$ cat src/rtl/riscv_pkg.sv
`default_nettype none
// +----------------------------------------------------------------------+
// | riscv_pkg : shared core constants plus retire-trace record types      |
// | Rev 1.0                                                               |
// +----------------------------------------------------------------------+
package riscv_pkg;

   localparam int XLEN        = 32;
   localparam int TRACE_SEQ_W = 16;

   typedef enum logic {
      TRC_DROP_NEW      = 1'b0,
      TRC_OVERWRITE_OLD = 1'b1
   } trace_ovf_e;

   typedef struct packed {
      logic [TRACE_SEQ_W-1:0] seq;
      logic [XLEN-1:0]        pc;
      logic [XLEN-1:0]        instr;
      logic [4:0]             rd;
      logic [XLEN-1:0]        rd_data;
      logic                   mem_wrt;
      logic [XLEN-1:0]        mem_addr;
      logic [XLEN-1:0]        mem_data;
   } trace_rec_t;

   // Record width for a non-default sequence width, usable in port ranges.
   function automatic int trace_rec_bits(input int seq_w, input int xlen);
      return seq_w + 5 * xlen + 6;
   endfunction

endpackage
`default_nettype wire

$ cat src/rtl/trace_fifo.sv
`default_nettype none
// +----------------------------------------------------------------------+
// | trace_fifo : first-word fall-through FIFO with optional overwrite     |
// | Rev 1.0                                                               |
// +----------------------------------------------------------------------+
module trace_fifo #(
   parameter int WIDTH     = 8,
   parameter int DEPTH     = 16,
   parameter bit OVERWRITE = 1'b0
) (
   input  logic                     clk_i,
   input  logic                     rstn_i,
   input  logic                     push_i,
   input  logic                     pop_i,
   input  logic [WIDTH-1:0]         wdata_i,
   output logic                     valid_o,
   output logic [WIDTH-1:0]         rdata_o,
   output logic [$clog2(DEPTH):0]   level_o,
   output logic                     full_o,
   output logic                     drop_o
);

   localparam int                c_AW   = $clog2(DEPTH);
   localparam logic [c_AW:0]     c_FULL = (c_AW + 1)'(DEPTH);

   logic [WIDTH-1:0] r_mem [DEPTH];
   logic [c_AW-1:0]  r_wr_ptr;
   logic [c_AW-1:0]  r_rd_ptr;
   logic [c_AW:0]    r_level;

   logic w_empty;
   logic w_full;
   logic w_pop;
   logic w_ovf;
   logic w_wr;
   logic w_rd_adv;

   assign w_empty  = (r_level == '0);
   assign w_full   = (r_level == c_FULL);
   assign w_pop    = pop_i & ~w_empty;
   // A push into a full FIFO with no pop either replaces the head or is lost.
   assign w_ovf    = push_i & w_full & ~w_pop;
   assign w_wr     = push_i & (~w_ovf | OVERWRITE);
   assign w_rd_adv = w_pop | (w_ovf & OVERWRITE);

   always_ff @(posedge clk_i or negedge rstn_i) begin
      if (!rstn_i) begin
         r_wr_ptr <= '0;
         r_rd_ptr <= '0;
         r_level  <= '0;
      end else begin
         if (w_wr)
            r_wr_ptr <= r_wr_ptr + 1'b1;
         if (w_rd_adv)
            r_rd_ptr <= r_rd_ptr + 1'b1;
         if (w_wr && !w_pop && !w_ovf)
            r_level <= r_level + 1'b1;
         else if (w_pop && !w_wr)
            r_level <= r_level - 1'b1;
      end
   end

   always_ff @(posedge clk_i) begin
      if (w_wr)
         r_mem[r_wr_ptr] <= wdata_i;
   end

   assign valid_o = ~w_empty;
   assign rdata_o = w_empty ? '0 : r_mem[r_rd_ptr];
   assign level_o = r_level;
   assign full_o  = w_full;
   assign drop_o  = w_ovf;

endmodule
`default_nettype wire

$ cat src/rtl/retire_trace_buffer.sv
`default_nettype none
// +----------------------------------------------------------------------+
// | retire_trace_buffer : commit-interface trace capture with counters    |
// | Rev 1.0                                                               |
// +----------------------------------------------------------------------+
module retire_trace_buffer
   import riscv_pkg::*;
#(
   parameter int         XLEN     = riscv_pkg::XLEN,
   parameter int         DEPTH    = 16,
   parameter int         SEQ_W    = TRACE_SEQ_W,
   parameter trace_ovf_e OVF_MODE = TRC_DROP_NEW,
   parameter int         CNT_W    = 32
) (
   input  logic                                    clk_i,
   input  logic                                    rstn_i,
   input  logic                                    enable_i,
   input  logic                                    update_i,
   input  logic [XLEN-1:0]                         pc_i,
   input  logic [XLEN-1:0]                         instr_i,
   input  logic [4:0]                              reg_addr_i,
   input  logic [XLEN-1:0]                         reg_data_i,
   input  logic                                    mem_wrt_i,
   input  logic [XLEN-1:0]                         mem_addr_i,
   input  logic [XLEN-1:0]                         mem_data_i,
   input  logic                                    stall_i,
   output logic                                    trace_valid_o,
   input  logic                                    trace_ready_i,
   output logic [trace_rec_bits(SEQ_W, XLEN)-1:0]  trace_rec_o,
   output logic [$clog2(DEPTH):0]                  level_o,
   output logic                                    full_o,
   output logic [CNT_W-1:0]                        dropped_o,
   output logic [63:0]                             retired_o,
   output logic [CNT_W-1:0]                        stall_cnt_o
);

   typedef struct packed {
      logic [SEQ_W-1:0] seq;
      logic [XLEN-1:0]  pc;
      logic [XLEN-1:0]  instr;
      logic [4:0]       rd;
      logic [XLEN-1:0]  rd_data;
      logic             mem_wrt;
      logic [XLEN-1:0]  mem_addr;
      logic [XLEN-1:0]  mem_data;
   } rec_t;

   logic             r_update_q;
   logic [SEQ_W-1:0] r_seq;
   logic [63:0]      r_retired;
   logic [CNT_W-1:0] r_dropped;
   logic [CNT_W-1:0] r_stall_cnt;

   logic w_event;
   logic w_drop;
   rec_t w_rec;

   assign w_event = update_i & ~r_update_q & enable_i;

   // Unused register and store fields are zeroed so records compare cleanly.
   always_comb begin
      w_rec          = '0;
      w_rec.seq      = r_seq;
      w_rec.pc       = pc_i;
      w_rec.instr    = instr_i;
      w_rec.rd       = reg_addr_i;
      w_rec.rd_data  = (reg_addr_i == 5'd0) ? '0 : reg_data_i;
      w_rec.mem_wrt  = mem_wrt_i;
      w_rec.mem_addr = mem_wrt_i ? mem_addr_i : '0;
      w_rec.mem_data = mem_wrt_i ? mem_data_i : '0;
   end

   trace_fifo #(
      .WIDTH     ($bits(rec_t)),
      .DEPTH     (DEPTH),
      .OVERWRITE (OVF_MODE == TRC_OVERWRITE_OLD)
   ) u_fifo (
      .clk_i   (clk_i),
      .rstn_i  (rstn_i),
      .push_i  (w_event),
      .pop_i   (trace_ready_i),
      .wdata_i (w_rec),
      .valid_o (trace_valid_o),
      .rdata_o (trace_rec_o),
      .level_o (level_o),
      .full_o  (full_o),
      .drop_o  (w_drop)
   );

   always_ff @(posedge clk_i or negedge rstn_i) begin
      if (!rstn_i) begin
         r_update_q  <= 1'b0;
         r_seq       <= '0;
         r_retired   <= '0;
         r_dropped   <= '0;
         r_stall_cnt <= '0;
      end else begin
         r_update_q <= update_i;
         if (w_event) begin
            r_seq     <= r_seq + 1'b1;
            r_retired <= r_retired + 64'd1;
         end
         if (w_drop && (r_dropped != '1))
            r_dropped <= r_dropped + 1'b1;
         if (stall_i && (r_stall_cnt != '1))
            r_stall_cnt <= r_stall_cnt + 1'b1;
      end
   end

   assign dropped_o   = r_dropped;
   assign retired_o   = r_retired;
   assign stall_cnt_o = r_stall_cnt;

endmodule
`default_nettype wire
$ cat config.mk
export PLATFORM = sky130hd
export DESIGN_NAME = retire_trace_buffer
export DESIGN_NICKNAME = d
export VERILOG_FILES = /design/src/rtl/riscv_pkg.sv /design/src/rtl/trace_fifo.sv /design/src/rtl/retire_trace_buffer.sv
export SDC_FILE = /design/constraint.sdc
export NUM_CORES = 2
export LEC_CHECK = 0
export CAP_MARGIN = 20
export CORE_MARGIN = 2
export CORE_UTILIZATION = 60
export CTS_CLUSTER_SIZE = 24
export DETAILED_ROUTE_END_ITERATION = 10
export PLACE_DENSITY = 0.83
export SLEW_MARGIN = 20
export SYNTH_ARGS = -nofsm -noshare
export SYNTH_HDL_FRONTEND = slang
export SYNTH_SLANG_ARGS = --single-unit
$ cat constraint.sdc
create_clock -name clk_i -period 18.7 [get_ports clk_i]
set_clock_uncertainty 0.05 [all_clocks]
set_input_delay 3.74 -clock clk_i [delete_from_list [all_inputs] [get_ports clk_i]]
set_output_delay 3.74 -clock clk_i [all_outputs]
set_load 0.02 [all_outputs]
==> qor.csv <==
stage;metric;value;unit
clocking;Skew-Pair Late Insertion Delay;0.91;ns
yosys;Async SR Flop Fraction;5.15;%
sta;RSZ-0062 raised after global routing;false;
run;Max Cap Viol;0;
final_layout;P&R area growth vs syn;15.5;%
floorplanning;die span in x;448;um
detailed_routing;Avg WL per Cell;34.4;um
yosys;syn nets;5232;
floorplanning;die area;201000;um^2
yosys;sequential fraction of the synthesis area;77.3;%
sta;final setup TNS;0;ns
placement;DP Area;126000;um^2
setup_path;critical-path maximum fanout;79;
final_layout;Fill cells;11000;
yosys;Synth Instances;5047;
setup_path;CP arrival;6.34;ns
power;PD cells;148;nW/um^2
setup_path;Worst setup SP type;flop;
clocking;clk sinks;3070;
detailed_routing;post-route ant nets;0;
setup_path;Setup Crit Path Kind;flop to primary output;
yosys;Synth Flop Type;edfxtp_1;
setup_path;Worst Path Required;14.91;ns
yosys;Post-synth EDFFs;2912;
sta;endpoints failing setup;0;
yosys;top post-synthesis cells by area;edfxtp_1, mux4_2, dfrtp_1;
final_layout;Final nets;5889;
detailed_routing;1st-iter DRT viols;8036;
sta;final max-slew violation count;0;
clocking;Root Buffer;clkbuf_16;
clocking;Setup Fix Bufs, Post-CTS;0;
clocking;CTS Buffer Depth;4;
yosys;mapped cell area;118000;um^2
detailed_routing;TritonRoute pass-1 iters;5;
min_path;hold path depth;1;
sta;Max Clk Rate;98.7;MHz
setup_path;Setup crit end kind;primary output;
floorplanning;core footprint;195000;um^2
power;leakage power figure;43.5;nW
setup_path;reg-to-reg slack, setup;13.52;ns
floorplanning;Std-Cell Rows;162;
power;Max VDD drop;0.146;mV
global_route;initial antenna violation count;35;
yosys;Yosys cell types;48;
yosys;Yosys warnings;0;
final_layout;fin area;137000;um^2
sta;slew margin rel.;20.0;%
detailed_routing;DR vias/cell;6.77;
setup_path;Reg-to-Reg Start;u_fifo.level_o[4];
sta;hold_ws;0.424;ns
global_route;vias in the first global route;60300;
sta;Worst Tran Pin Value;1.20;ns
setup_path;worst setup path startpoint;u_fifo.r_rd_ptr[1];
placement;RD Place Congestion;0.841;
clocking;CTS tree;yes;
yosys;top cell type's share of synthesized area;74.0;%
floorplanning;Ports;489;
global_route;largest net degree at the start of global routing;125;
yosys;largest area contributor in the netlist;edfxtp_1;
min_path;Hold Crit Class;flop to flop;
clocking;H-Tree Level Count;5;
sta;fin crit share;54.2;%
run_status;status;finished, final reports clean;
floorplanning;Initial Utilization;60.5;%
floorplanning;Die H;448;um
clocking;post-CTS sizing;0;
detailed_routing;Vias;58100;
sta;fin crit period;10.13;ns
setup_path;cells on worst reg2reg path;7;
global_route;Tot GR Track Use;29.7;%
clocking;Reg clk slew, reported paths;0.06;ns
detailed_routing;final wirelength;295000;um
clocking;Post-CTS Hold Buffers;0;
placement;Detailed Place HPWL;140000;um
placement;input/output buffers;488;
sta;final hold viol count;0;
global_route;total grt overflow;0;
min_path;Hold Startpoint;retired_o[63];
yosys;Avg Inst Size Synth;23.4;um^2
final_layout;share of layout cells above drive strength 1;24.9;%
clocking;CTS buffer count;310;
global_route;first-pass GRT wire length;424000;um
detailed_routing;Post-route DRC;0;
yosys;Seq cells post-synth;3070;
power;Tot Pwr;20.2;mW
[final timing paths]
path / endpoint
setup / recovery: trace_rec_o[33]
setup reg to reg: u_fifo.r_mem[0][54]
hold reg to reg: retired_o[63]
hold / removal: retired_o[63]
min in group asynchronous: stall_cnt_o[11]
max in group asynchronous: dropped_o[15]
[critical path, stage by stage, from the launching register on]
cell,delay (ns)
dfrtp_4,0.92
buf_4,0.67
buf_4,0.87
buf_4,1.01
mux4_2,0.45
mux4_2,0.51
and2_1,0.19
clkdlybuf4s50_1,0.56
[layout by cell type (no fill, tap or decap), types with 53 or more instances in the layout]
master           synthesis  final
edfxtp_1              2912   2912
mux4_2                 910    910
clkdlybuf4s50_1          0    486
clkbuf_16                0    317
and2_1                 250    250
dfrtp_1                158    154
buf_4                    0     82
xnor2_1                 77     77
xor2_1                  69     69
clkinv_1                 0     69
nand2_1                 66     66
nand3_1                 58     58
clkbuf_1               145     53
[registers in the layout, summed over array words and instances, names as in the netlist]
name             cells
retired_o           64
u_fifo.level_o       5
r_update_q           1
u_fifo.r_mem      2912
dropped_o           32
u_fifo.r_wr_ptr      4
u_fifo.r_rd_ptr      4
r_seq               16
stall_cnt_o         32
[cell usage after synthesis (2+ instances only)]
library cell	number
edfxtp_1	2912
mux4_2	910
and2_1	250
dfrtp_1	158
clkbuf_1	145
xnor2_1	77
buf_2	74
xor2_1	69
nand2_1	66
nor2_1	65
nand3_1	58
nand4_1	47
nor2b_1	33
nor3_1	28
buf_1	22
and3_1	21
nor4_1	19
inv_1	18
and4_1	12
ha_1	12
mux2_2	7
nand2b_1	4
nor4_2	4
o21ai_0	4
a21o_1	3
a21oi_1	3
or2_2	3
nand4_4	2
or4_1	2
[per-stage QoR]
stage	util (%)	worst slack (ns)	std cells
after floorplan	-	0.936	5047
after global placement	64.7	9.51	8011
after detailed placement	64.7	9.48	8012
after CTS	69.8	8.40	8550
after global routing	69.9	8.15	8572
final	69.9	8.57	8583
[logic make-up (layout without fill, tap and decap cells)]
| group | count (synthesis) | in the layout | synth area share [%] |
|---|---|---|---|
| flip-flops | 3070 | 3070 | 77.3 |
| multiplexers | 917 | 917 | 17.4 |
| AND/OR/NAND/NOR | 624 | 624 | 3.05 |
| buffers and inverters | 259 | 1142 | 0.901 |
| XOR/XNOR | 147 | 147 | 1.10 |
| AO/OA/AOI/OAI | 17 | 17 | 0.107 |
| adder cells (fa/ha/maj) | 13 | 13 | 0.144 |
| other | 0 | 29 | 0 |
[final cells by class]
class                   instances  area, um^2  area share (%)
clock buffers                 372        8160            5.98
multi-input cells            1718       25900            19.0
repair buffers                586        5820            4.27
clock inverters               166        1800            1.32
inverters                      18        67.6          0.0495
diodes                         29        72.6          0.0532
flip-flops and latches       3070       91400            67.0
well taps                    2624        3280            2.40
[where the power goes]
group	switching, mW	internal, mW	leakage (nW)
logic	3.05	2.99	10.4
registers	0.193	7.75	28.2
clock network	2.56	3.64	4.87
total	5.80	14.4	43.5
[metal layers]
layer	routed length, um	track usage (%)	up-vias
met4	11700	12.2	16
met3	27300	5.61	621
li1	-	-	22600
met2	152000	49.4	3899
met5	98	0	-
met1	104000	39.4	31000
(Power assumes the default switching activity.)
